$ cat src/rtl/cpu0_pkg.sv
// Shared CPU0 definitions: word geometry, opcode constants and the
// prefetch-queue entry layout used by the fetch stage.
package cpu0_pkg;

  localparam int WORD_W      = 32;
  localparam int INSTR_BYTES = 4;

  localparam logic [7:0] LD  = 8'h00;
  localparam logic [7:0] ST  = 8'h01;
  localparam logic [7:0] ADD = 8'h13;
  localparam logic [7:0] JMP = 8'h26;

  typedef struct packed {
    logic [WORD_W-1:0] ipc;
    logic [WORD_W-1:0] ir;
  } fetch_entry_t;

  function automatic logic [WORD_W-1:0] next_word_addr(input logic [WORD_W-1:0] addr);
    return addr + WORD_W'(INSTR_BYTES);
  endfunction

  // Jump targets are word addresses; the byte-offset bits carry no meaning.
  function automatic logic [WORD_W-1:0] align_word(input logic [WORD_W-1:0] addr);
    return {addr[WORD_W-1:2], 2'b00};
  endfunction

endpackage

$ cat src/rtl/fetch_unit_if.sv
// Memory read bus plus the instruction valid/ready handshake toward decode.
interface fetch_unit_if;
  import cpu0_pkg::*;

  logic              m_en;
  logic              m_rw;
  logic [WORD_W-1:0] mar;
  logic [WORD_W-1:0] dbus;
  logic              ir_valid;
  logic [WORD_W-1:0] ir;
  logic [WORD_W-1:0] ipc;
  logic              ir_ready;

  modport master (
    output m_en, m_rw, mar, ir_valid, ir, ipc,
    input  dbus, ir_ready
  );

  modport slave (
    input  m_en, m_rw, mar, ir_valid, ir, ipc,
    output dbus, ir_ready
  );

endinterface

$ cat src/rtl/fetch_fifo.sv
// DEPTH-entry prefetch queue of {address, instruction} pairs; flush wins
// over push and pop in the same cycle.
module fetch_fifo
  import cpu0_pkg::*;
#(
  parameter  int DEPTH = 4,
  localparam int PW    = $clog2(DEPTH),
  localparam int CW    = $clog2(DEPTH + 1)
) (
  input  logic          clock,
  input  logic          reset,
  input  logic          push,
  input  logic          pop,
  input  logic          flush,
  input  fetch_entry_t  push_data,
  output logic [CW-1:0] count,
  output logic          full,
  output logic          empty,
  output fetch_entry_t  head
);

  fetch_entry_t  mem_q [DEPTH];
  logic [PW-1:0] rd_ptr_q, wr_ptr_q;
  logic [CW-1:0] count_q, count_d;
  logic          do_push, do_pop;

  assign empty   = (count_q == '0);
  assign full    = (count_q == CW'(DEPTH));
  assign do_pop  = pop && !empty;
  assign do_push = push && (!full || do_pop);

  // NOTE: every variable driven here gets a value on every path, so no latch is inferred.
  always_comb begin
    count_d = count_q;
    if (flush) count_d = '0;
    else       count_d = count_q + CW'(do_push) - CW'(do_pop);
  end

  // NOTE: the storage is reset too, so the head word reads as zero after reset instead of X.
  always_ff @(posedge clock or posedge reset) begin
    if (reset) begin
      rd_ptr_q <= '0;
      wr_ptr_q <= '0;
      count_q  <= '0;
      for (int i = 0; i < DEPTH; i++) mem_q[i] <= '0;
    end else begin
      // NOTE: state registers use non-blocking assignments so all updates see pre-edge values.
      count_q <= count_d;
      if (flush) begin
        rd_ptr_q <= '0;
        wr_ptr_q <= '0;
      end else begin
        if (do_push) begin
          mem_q[wr_ptr_q] <= push_data;
          wr_ptr_q        <= wr_ptr_q + PW'(1);
        end
        if (do_pop) rd_ptr_q <= rd_ptr_q + PW'(1);
      end
    end
  end

  assign count = count_q;
  assign head  = mem_q[rd_ptr_q];

endmodule

$ cat src/rtl/fetch_unit.sv
// CPU0 instruction fetch: sequential word reads into a prefetch queue,
// handed to decode on valid/ready, flushed and restarted on redirect.
module fetch_unit
  import cpu0_pkg::*;
#(
  parameter int                DEPTH    = 4,
  parameter logic [WORD_W-1:0] RESET_PC = 32'h0000_0000
) (
  input  logic              clock,
  input  logic              reset,
  input  logic              fetch_en,
  input  logic              redirect,
  input  logic [WORD_W-1:0] redirect_pc,
  output logic [WORD_W-1:0] pc,
  fetch_unit_if.master      bus
);

  localparam int CW = $clog2(DEPTH + 1);

  logic              m_en_q, m_en_d;
  logic [WORD_W-1:0] mar_q, mar_d;
  logic [WORD_W-1:0] fpc_q, fpc_d;
  logic [WORD_W-1:0] target_pc;

  logic          push, pop, q_full, q_empty, room_after;
  logic [CW-1:0] q_count;
  fetch_entry_t  q_head;

  assign push = m_en_q && !redirect;
  assign pop  = !q_empty && bus.ir_ready && !redirect;

  fetch_fifo #(.DEPTH(DEPTH)) u_fifo (
    .clock     (clock),
    .reset     (reset),
    .push      (push),
    .pop       (pop),
    .flush     (redirect),
    .push_data ('{ipc: mar_q, ir: bus.dbus}),
    .count     (q_count),
    .full      (q_full),
    .empty     (q_empty),
    .head      (q_head)
  );

  // A new read may issue only if the queue will not be full after this edge.
  assign room_after = !((q_full && !pop) ||
                        ((q_count == CW'(DEPTH - 1)) && push && !pop));
  assign target_pc  = align_word(redirect_pc);

  always_comb begin
    m_en_d = 1'b0;
    mar_d  = mar_q;
    fpc_d  = fpc_q;
    if (redirect) begin
      if (fetch_en) begin
        m_en_d = 1'b1;
        mar_d  = target_pc;
        fpc_d  = next_word_addr(target_pc);
      end else begin
        fpc_d  = target_pc;
      end
    end else if (fetch_en && room_after) begin
      m_en_d = 1'b1;
      mar_d  = fpc_q;
      fpc_d  = next_word_addr(fpc_q);
    end
  end

  always_ff @(posedge clock or posedge reset) begin
    if (reset) begin
      m_en_q <= 1'b0;
      mar_q  <= '0;
      fpc_q  <= RESET_PC;
    end else begin
      m_en_q <= m_en_d;
      mar_q  <= mar_d;
      fpc_q  <= fpc_d;
    end
  end

  assign bus.m_en     = m_en_q;
  assign bus.m_rw     = 1'b1;
  assign bus.mar      = mar_q;
  assign bus.ir_valid = !q_empty;
  assign bus.ir       = q_head.ir;
  assign bus.ipc      = q_head.ipc;
  assign pc           = fpc_q;

endmodule

$ cat src/flat_wrapper.sv
// flat-port wrapper written by rule: the top's interface ports become plain ports
module fetch_unit_flat import cpu0_pkg::*;
#(
  parameter int                DEPTH    = 4,
  parameter logic [WORD_W-1:0] RESET_PC = 32'h0000_0000
)
  (clock, reset, fetch_en, redirect, redirect_pc, pc, bus_m_en, bus_m_rw, bus_mar, bus_ir_valid, bus_ir, bus_ipc, bus_dbus, bus_ir_ready);
  fetch_unit_if bus_i ();
  input  logic clock;
  input  logic reset;
  input  logic fetch_en;
  input  logic redirect;
  input  logic [WORD_W-1:0] redirect_pc;
  output logic [WORD_W-1:0] pc;
  output wire logic [$bits(bus_i.m_en)-1:0] bus_m_en;
  output wire logic [$bits(bus_i.m_rw)-1:0] bus_m_rw;
  output wire logic [$bits(bus_i.mar)-1:0] bus_mar;
  output wire logic [$bits(bus_i.ir_valid)-1:0] bus_ir_valid;
  output wire logic [$bits(bus_i.ir)-1:0] bus_ir;
  output wire logic [$bits(bus_i.ipc)-1:0] bus_ipc;
  input wire logic [$bits(bus_i.dbus)-1:0] bus_dbus;
  input wire logic [$bits(bus_i.ir_ready)-1:0] bus_ir_ready;
  assign bus_m_en = bus_i.m_en;
  assign bus_m_rw = bus_i.m_rw;
  assign bus_mar = bus_i.mar;
  assign bus_ir_valid = bus_i.ir_valid;
  assign bus_ir = bus_i.ir;
  assign bus_ipc = bus_i.ipc;
  assign bus_i.dbus = bus_dbus;
  assign bus_i.ir_ready = bus_ir_ready;
  fetch_unit #(.DEPTH(DEPTH), .RESET_PC(RESET_PC)) u_core (.clock(clock), .reset(reset), .fetch_en(fetch_en), .redirect(redirect), .redirect_pc(redirect_pc), .pc(pc), .bus(bus_i));
endmodule
$ cat config.mk
export PLATFORM = sky130hd
export DESIGN_NAME = fetch_unit_flat
export DESIGN_NICKNAME = d
export VERILOG_FILES = /design/src/rtl/cpu0_pkg.sv /design/src/rtl/fetch_unit_if.sv /design/src/rtl/fetch_fifo.sv /design/src/rtl/fetch_unit.sv /design/src/flat_wrapper.sv
export SDC_FILE = /design/constraint.sdc
export NUM_CORES = 1
export LEC_CHECK = 0
export BUFFER_PORTS_ARGS = -buffer_cell sky130_fd_sc_hd__clkbuf_2
export CORE_ASPECT_RATIO = 1.75
export CORE_MARGIN = 3
export CORE_UTILIZATION = 45
export DETAILED_ROUTE_END_ITERATION = 6
export SLEW_MARGIN = 20
export SYNTH_ARGS = -nofsm -noshare
export SYNTH_HDL_FRONTEND = slang
export SYNTH_SLANG_ARGS = --single-unit
$ cat constraint.sdc
create_clock -name clock -period 10.3 [get_ports clock]
set_input_delay 0 -clock clock [delete_from_list [all_inputs] [get_ports clock]]
set_output_delay 0 -clock clock [all_outputs]
set_load 0.02 [all_outputs]
Word level (Yosys, flattened, before mapping)
Cells that the tools add are included.

word-level totals
  register bits after elaboration = 328
  bits of input ports = 69
  logic and storage cells = 72

cells by class
  $add $sub $neg = 6
  order comparisons = 3
  equality and inequality tests = 3
  mux-type cells = 20
  bitwise logic cells = 3
  reduce and logical (&&, ||, !) cells = 23

operators with widths
  operator                                                    number
  bitwise mux 256 bit                                         1
  2-to-1 mux 32 bit                                           6
  2-to-1 mux 64 bit                                           3
  binary-select mux 64 bit (select 2 bit)                     1
  demux 64 bit (select 2 bit)                                 1
  adder 32 x 3 -> 32 bit, second input constant               2
  logical AND 1 bit                                           10
  2-to-1 mux 2 bit                                            4
  >= comparator 3 bit, second input constant                  2
  inverter 2 -> 3 bit                                         2
  nonzero test 2 bit                                          3
  logical NOT 1 bit                                           5
  adder 2 x 1 -> 2 bit, second input constant                 2
  AND reduction 2 bit                                         2
  adder 3 x 1 -> 3 bit                                        1
  equality test 3 x 2 -> 1 bit, second input constant         1
  equality test 3 bit, second input constant                  1
  logical NOT 3 bit                                           1
  less-than comparator 3 x 1 -> 1 bit, second input constant  1
  2-to-1 mux 1 bit                                            3
  2-to-1 mux 3 bit                                            1
  subtractor 3 x 1 -> 3 bit                                   1
  logical OR 1 bit                                            2
  != test 2 bit, second input constant                        1
  inverter 1 bit                                              1

Longest topological paths before layout
Gate-level depths: netlist of run 1.

  word-level depth = 11
  mapped depth = 11
  depth with buffers taken out = 11

Modules after synthesis
Synthesis of run 1 repeated with hierarchy kept, for this count alone.

unflattened totals
  cell total of the unflattened synthesis = 1106
  area, all modules = 16495.8 µm²

by module, submodules not included
  module      times used  cells an instance  area an instance (µm²)
  fetch_fifo  1           667                12420.7
  fetch_unit  1           439                4075.2

Worst setup path after synthesis of run 1
OpenSTA, ideal clock, no wires.

  path type = register -> register
  from = reg u_core.u_fifo.count_q[1], in the netlist u_core.u_fifo.count[1]
  to = reg u_core.u_fifo.count_q[2], in the netlist u_core.u_fifo.count[2]
  setup time = 132 ps
  data arrival time = 2258 ps
  setup slack = 7910 ps
  cell stages (with the launch flop) = 12
  period minus slack after synthesis = 2390 ps
  cell sequence = dfrtp_1 or3b_1 o21ai_2 nor2_4 inv_1 ha_1 inv_1 ha_1 inv_1 fa_1 xnor2_1 nor2_1

on the way
  word-level cells in the longest chain between the ends = 10

RTL lines
  what                            line                                RTL
  from (decl)                     fetch_fifo.sv:24                    logic [CW-1:0] count_q, count_d;
  from (signal assigned)          fetch_fifo.sv:48                    count_q <= count_d;
  logical NOT 3 bit               fetch_fifo.sv:27                    assign empty = (count_q == '0);
  logical NOT 1 bit               fetch_fifo.sv:29, fetch_unit.sv:30
  logical AND 1 bit (2 in a row)  fetch_unit.sv:30                    assign pop = !q_empty && bus.ir_ready && !redirect;
  logical AND 1 bit               fetch_fifo.sv:29                    assign do_pop = pop && !empty;
  logical OR 1 bit                fetch_fifo.sv:30                    assign do_push = push && (!full || do_pop);
  logical AND 1 bit               fetch_fifo.sv:30
  adder 3 x 1 -> 3 bit            fetch_fifo.sv:36                    else count_d = count_q + CW'(do_push) - CW'(do_pop);
  subtractor 3 x 1 -> 3 bit (*)   fetch_fifo.sv:36
  2-to-1 mux 3 bit (*)            fetch_fifo.sv:35                    if (flush) count_d = '0;
  via u_core.u_fifo.count_d[2]    fetch_fifo.sv:24

The timed path passes the listed nets; every way through them passes the cells marked *.
A chain may end at the register's enable or synchronous reset.

Worst setup path after layout of run 1
  from = reg u_core.u_fifo.rd_ptr_q[0]
  to = out bus_ipc[5]

on the way
  word-level cells in the longest chain between the ends = 4

RTL lines
  what                                                  line                RTL
  from (decl)                                           fetch_fifo.sv:23    logic [PW-1:0] rd_ptr_q, wr_ptr_q;
  from (signal assigned)                                fetch_fifo.sv:57    if (do_pop) rd_ptr_q <= rd_ptr_q + PW'(1);
  inverter 2 -> 3 bit (implied by the code)             fetch_fifo.sv:63    assign head = mem_q[rd_ptr_q];
  binary-select mux 64 bit (select 2 bit)               fetch_fifo.sv:63
  2-to-1 mux 64 bit (implied by the code) (2 in a row)  fetch_fifo.sv:63
  to (decl)                                             flat_wrapper.sv:20  output wire logic [$bits(bus_i.ipc)-1:0] bus_ipc;

Every way passes these cells. The select of a mux whose other input is x is not followed.

==> results.ini, run 1 <==
[global_route]
grt-ovfl-total = 0
grt_pass1_wl_um = 58400
grt_usage_pct = 19.9
grt_pass1_vias = 10507
grt_antenna_before_repair = 0
grt_max_degree = 110

[sta]
skew_ps = 19.3
period_needed_ps = 2970
final.setup.tns_ps = 0
worstMarginPinSlew_ps = 1110
finalHoldViolCount = 0
drv_slew = 0
fmax_mhz = 337
period_share_pct = 28.8
setup_viol = 0
relSlewSlack_pct = 26.1
rsz0062_at_grt = no

[floorplan]
die_y_um = 251
dieArea_mm2 = 0.0365
die_w_um = 146
core-area_mm2 = 0.0334
ioPinCount = 200
start_util_pct = 46.1
fp-row-count = 88

[power_and_ir_drop]
seqPwrFrac_pct = 42.2
peakVddDrop_mv = 0.122
p_int_mw = 3.37
p_sw_mw = 1.63
powerDensity_mw_per_mm2 = 273
clock_power_share_pct = 23.4
p_sw_share_pct = 32.6
leakagePower_nw = 8.13
comb_power_share_pct = 34.4

[critical_path]
crit_chain = buf_4 -> mux4_2 -> clkbuf_2
worstSetupStartpointType = flip-flop
critical_path.slowest_cell = dfrtp_4
worstPathMaxFanout = 42
r2r_cells = 6
endpoint_kind = output pin
crit_arrival_ps = 2970
path_class = reg2out
slowest_delay_ps = 1030
crit_required_ps = 10300

[clocking]
h-tree-depth = 1
clk_latency_ps = 560
cts_sinks = 321
ctsLongestPathBuffers = 3
clock-root-buffer = clkbuf_16
cts_tree = yes
clkTransAtPathRegs_ps = 70
numCtsBuffers = 31

[drt]
top_layer_used = met4
drt_iter0_drc = 424
drtPass1Iterations = 4
route.met3.wl_um = 1350
drcViolationCount = 0
wl_per_cell_um = 20.1
num_vias = 9746
drt-met1-wl_um = 14800
met2_length_um = 19000
wirelength_um = 36100
viasPerCell = 5.43
ant_nets = 0

[synthesis]
synthFlopType = dfrtp_1
synth.distinct_cells = 59
synth_warnings = 0
ys_seq_area_share_pct = 52.3
avgSynthCellArea_um2 = 14.3
async_flop_share_pct = 100
syn-cell-area_mm2 = 0.0154
synth_edf_count = 0
syn-instance-count = 1078
synth-seq-cells = 321

[final_layout]
drive_gt1_share_pct = 42.3
fin_cells = 1796
syn2layout_area_growth_pct = 19.3
nNetsFinal = 1407
diodes = 0

[placement]
place_congestion = 0.826
port_buffers = 194
placedCellCount = 1671
dp_hpwl_um = 23100

[outcome]
status = completed

[flow_run]
cap_violations = 0

[min_path]
worstHoldPathType = in2async

final timing paths:
path	slack [ps]	endpoint	from
worst max-delay path	7330	bus_ipc[5]	u_core.u_fifo.rd_ptr_q[0]$_DFFE_PP0P_
max in group asynchronous	7810	u_core.u_fifo.mem_q[220]$_DFFE_PP0P_	reset
worst min register to register	490	u_core.u_fifo.mem_q[2]$_DFFE_PP0P_	u_core.u_fifo.mem_q[2]$_DFFE_PP0P_
worst max register to register	7360	u_core.u_fifo.mem_q[89]$_DFFE_PP0P_	u_core.u_fifo.count[1]$_DFF_PP0_
min in group clock	220	u_core.pc[23]$_DFFE_PP0N_	redirect
worst min-delay path	150	u_core.u_fifo.mem_q[197]$_DFFE_PP0P_	reset
synthesized netlist by cell type (20+ instances only):
cell	n	area share, %
mux4_2	63	9.2
xnor2_1	25	1.4
nand4_1	25	1.0
a21oi_1	37	1.2
mux2i_1	50	3.3
xor2_1	27	1.5
nor2_1	52	1.3
nand3_1	20	0.65
mux2_1	22	1.6
buf_6	25	1.8
mux2_2	230	17
nand2_1	25	0.61
dfrtp_1	321	52
worst max-delay path, delay by kind of cell, from the launching register on:
family,cells,cell delay [ps]
DFF,1,1030
buffers and inverters,2,750
muxes,1,590
state kept, by name (all words and copies together) (netlist names):
register                flops
u_core.bus.m_en             1
u_core.bus.mar             31
u_core.pc                  30
u_core.u_fifo.count         3
u_core.u_fifo.mem_q       252
u_core.u_fifo.rd_ptr_q      2
u_core.u_fifo.wr_ptr_q      2
routing by layer:
| layer | vias up | track usage, % |
|---|---|---|
| li1 | 4465 | - |
| met1 | 5013 | 24.7 |
| met2 | 219 | 35.9 |
| met3 | 49 | 2.79 |
| met4 | 0 | 6.33 |
| met5 | - | 0 |
cells in the final DEF, fill, tap and decap left out, types with 8 or more instances in the layout:
cell type      instances
dlygate4sd3_1         75
clkbuf_16             31
nand2_1               25
clkbuf_2             193
mux2_1                22
xor2_1                27
buf_4                 12
ha_1                   8
nand4_1               25
dfrtp_1              319
nor3_1                16
mux2_2               230
inv_1                 13
mux2i_1               50
mux4_2                63
xnor2_1               25
a21oi_1               37
and3_1                 8
nor2_1                52
nand3_1               20
area by class of cell:
type	count	area, um^2
flip-flops and latches	321	8040
well taps	450	563
inverters	14	60.1
multi-input cells	680	6830
fillers	2855	15000
clock buffers	38	842
repair buffers	281	1810
clock inverters	12	191
cell families after synthesis:
group,after synthesis,share of synthesized area (%)
AO/OA/AOI/OAI,58,2.31
XOR/XNOR,52,2.96
adder cells (fa/ha/maj),9,0.781
multiplexers,365,30.9
buffers and inverters,78,3.42
AND/OR/NAND/NOR,193,7.28
other,2,0.0489
flip-flops,321,52.3
power by group through the flow:
| stage | Clock, mW | Sequential, mW | Combinational [mW] |
|---|---|---|---|
| 3_3_place_gp | 0 | 2.12 | 1.70 |
| 5_1_grt | 1.26 | 2.19 | 1.86 |
| 3_5_place_dp | 0 | 2.14 | 1.73 |
| 4_1_cts | 1.21 | 2.12 | 1.76 |
| 6_report | 1.17 | 2.11 | 1.72 |
| 2_1_floorplan | 0 | 2.03 | 1.32 |
stage by stage:
stage	worst slack (ps)	instance area (um^2)	util, %	power (mW)	hold WS (ps)
CTS	7190	18300	55.0	5.08	160
global placement	7340	16600	49.6	3.81	204
finish	7330	18300	55.0	5.00	149
global route	7060	18300	55.0	5.31	212
detailed placement	7330	16600	49.6	3.87	228
floorplan	1420	15400	-	3.35	132
repair_timing:
| action | 4_1_cts | 5_1_grt |
|---|---|---|
| buffers inserted | 0 | 0 |
| endpoints found under the hold margin | 299 | 0 |
| gates resized for setup | 0 | 0 |
| hold buffers | 75 | 0 |
| setup endpoints to repair | 0 | 0 |
Power figures use the tool's default switching activity.
==> run 2: changes to the inputs <==
Clock period 10.3 ns to 2.8 ns, I/O delays scaled along.
==> run 2 against run 1 <==
  * Sequential share of layout area fell by 0.79 points
  * Non-clock buffer count rose by 23
  * Worst setup slack got worse by 7100 ps
  * Flip-flop and latch count did not move
  * Critical path depth rose by 8
  * Clock skew fell by 6.3 ps
  * Wire length rose by 1.6%
  * Count of clock-buffer cells in the layout rose by 9
  * Critical path type is now reg2reg
  * Critical endpoint is now u_core.u_fifo.count[2]$_DFF_PP0_
==> results.ini, run 2 (synthesized netlist as in run 1, its figures left out) <==
[floorplan]
die_y_um = 251  ; unchanged
core-area_mm2 = 0.0334  ; unchanged
start_util_pct = 46.1  ; unchanged
die_w_um = 146  ; unchanged
fp-row-count = 88  ; unchanged
ioPinCount = 200  ; unchanged
dieArea_mm2 = 0.0365  ; unchanged

[global_route]
grt_antenna_before_repair = 0  ; unchanged
grt_pass1_wl_um = 60100  ; +2.9%
grt-ovfl-total = 0  ; unchanged
grt_max_degree = 128  ; +16%
grt_usage_pct = 20.4  ; +0.49 points
grt_pass1_vias = 10663  ; +1.5%

[critical_path]
crit_arrival_ps = 2990  ; +20 ps
crit_required_ps = 3240  ; -7060 ps
worstPathMaxFanout = 5  ; -88%
crit_path_start = u_core.u_fifo.count[1]$_DFF_PP0_
endpoint_kind = flip-flop
path_class = reg2reg
worstSetupStartpointType = flip-flop
r2r-start = u_core.u_fifo.count[1]$_DFF_PP0_

[sta]
relSlewSlack_pct = 48.2  ; +22 points
rsz0062_at_grt = no
period_needed_ps = 2550
drv_slew = 0  ; unchanged
period_share_pct = 91.2
setup_viol = 0  ; unchanged
finalHoldViolCount = 0  ; unchanged
worstMarginPinSlew_ps = 777  ; -333 ps
whs_ps = 231  ; +82.0 ps
final.setup.tns_ps = 0  ; unchanged
skew_ps = 13.0  ; -6.27 ps
fmax_mhz = 392
fin_ws_ps = 248  ; -7080 ps

[placement]
dp_hpwl_um = 24500  ; +6.2%
preCtsSetupSlack_ps = 276  ; -7050 ps
port_buffers = 194  ; unchanged
place_congestion = 0.824  ; -0.16%

[final_layout]
nNetsFinal = 1430  ; +1.6%
final_common_cell = dfrtp_1
top_register = u_core.u_fifo.mem_q
post-route-util_pct = 56.0  ; +1.0 points
diodes = 0  ; unchanged
mostFrequentLayoutCells = dfrtp_1 (319), mux2_2 (230), clkbuf_2 (193), dlygate4sd3_1 (79), mux4_2 (63)
drive_gt1_share_pct = 42.8  ; +0.48 points
largest_reg_flops = 252  ; unchanged
syn2layout_area_growth_pct = 21.5

[drt]
viasPerCell = 5.43  ; about the same
drt_iter0_drc = 332  ; -22%
wirelength_um = 36700  ; +1.6%
num_vias = 9890  ; +1.5%
drtPass1Iterations = 6  ; +2
drcViolationCount = 0  ; unchanged
wl_per_cell_um = 20.1  ; about the same
ant_nets = 0  ; unchanged

[min_path]
worstHoldStart = bus_dbus[3]
worstHoldPathType = in2reg

[outcome]
status = completed

[clocking]
clock-root-buffer = clkbuf_16
clk_latency_ps = 570  ; about the same
ctsHoldBuffers = 79  ; +5.3%
numCtsBuffers = 31  ; unchanged
ctsResizeCount = 0  ; unchanged
cts_tree = yes
ctsLongestPathBuffers = 3  ; unchanged
clkTransAtPathRegs_ps = 60  ; about the same
cts_setup_buffers = 0  ; unchanged
h-tree-depth = 1  ; unchanged
cts_sinks = 321  ; unchanged

[power_and_ir_drop]
leakagePower_nw = 8.30  ; +2.0%
peakVddDrop_mv = 0.473  ; +290%
powerDensity_mw_per_mm2 = 986  ; +260%

[flow_run]
cap_violations = 0  ; unchanged

==> run 2: worst max-delay path, stage by stage (launching register included) <==
cell and delay [ps]:
dfrtp_1 440, or3b_1 480, o21ai_2 290, nor2_4 120, inv_1 70, ha_1 220, inv_1 60, ha_1 130
inv_1 40, fa_1 370, xnor2_1 160, nor2_1 50
==> run 2: final timing paths <==
check / slack (ps) / to / cells past startpoint
max in group asynchronous: 1370 / u_core.u_fifo.rd_ptr_q[0]$_DFFE_PP0P_ / 5
min in group asynchronous: 440 / u_core.u_fifo.mem_q[196]$_DFFE_PP0P_ / 4
hold / removal: 230 / u_core.u_fifo.mem_q[3]$_DFFE_PP0P_ / 3
setup / recovery: 250 / u_core.u_fifo.count[2]$_DFF_PP0_ / 11
hold reg to reg: 490 / u_core.u_fifo.mem_q[67]$_DFFE_PP0P_ / 1
setup reg to reg: 250 / u_core.u_fifo.count[2]$_DFF_PP0_ / 11
==> run 2: power by group <==
| group | switching [mW] | internal (mW) | leakage (nW) | total (mW) |
|---|---|---|---|---|
| logic | 3.22 | 3.46 | 3.92 | 6.68 |
| clock network | 1.78 | 2.33 | 0.487 | 4.10 |
| registers | 1.11 | 6.51 | 3.89 | 7.63 |
| total | 6.11 | 12.3 | 8.30 | 18.4 |
==> run 2: stage by stage <==
step	instance area, um^2	instances	power [mW]
after global placement	16900	1690	14.2
after floorplan	15400	1079	12.3
final	18700	1823	18.4
after global routing	18700	1823	19.5
after CTS	18700	1823	18.7
after detailed placement	16900	1690	14.4
==> run 2: layout make-up <==
class                      instances  area [um^2]
inverter                          14         56.3
clock inverter                     7         63.8
fill                            2799        14700
sequential                       321         8040
tap                              450          563
timing repair buffer             304         2210
multi-input combinational        680         6830
clock buffer                      47          916
==> run 2: routing by layer <==
layer | GRT usage [%] | wire (um) | share of wire, % | vias up
li1 | - | - | - | 4494
met5 | 0 | 0 | 0 | -
met1 | 25.5 | 14800 | 40 | 5106
met3 | 2.84 | 1510 | 4.1 | 55
met2 | 36.6 | 19300 | 53 | 235
met4 | 6.25 | 1050 | 2.8 | 0
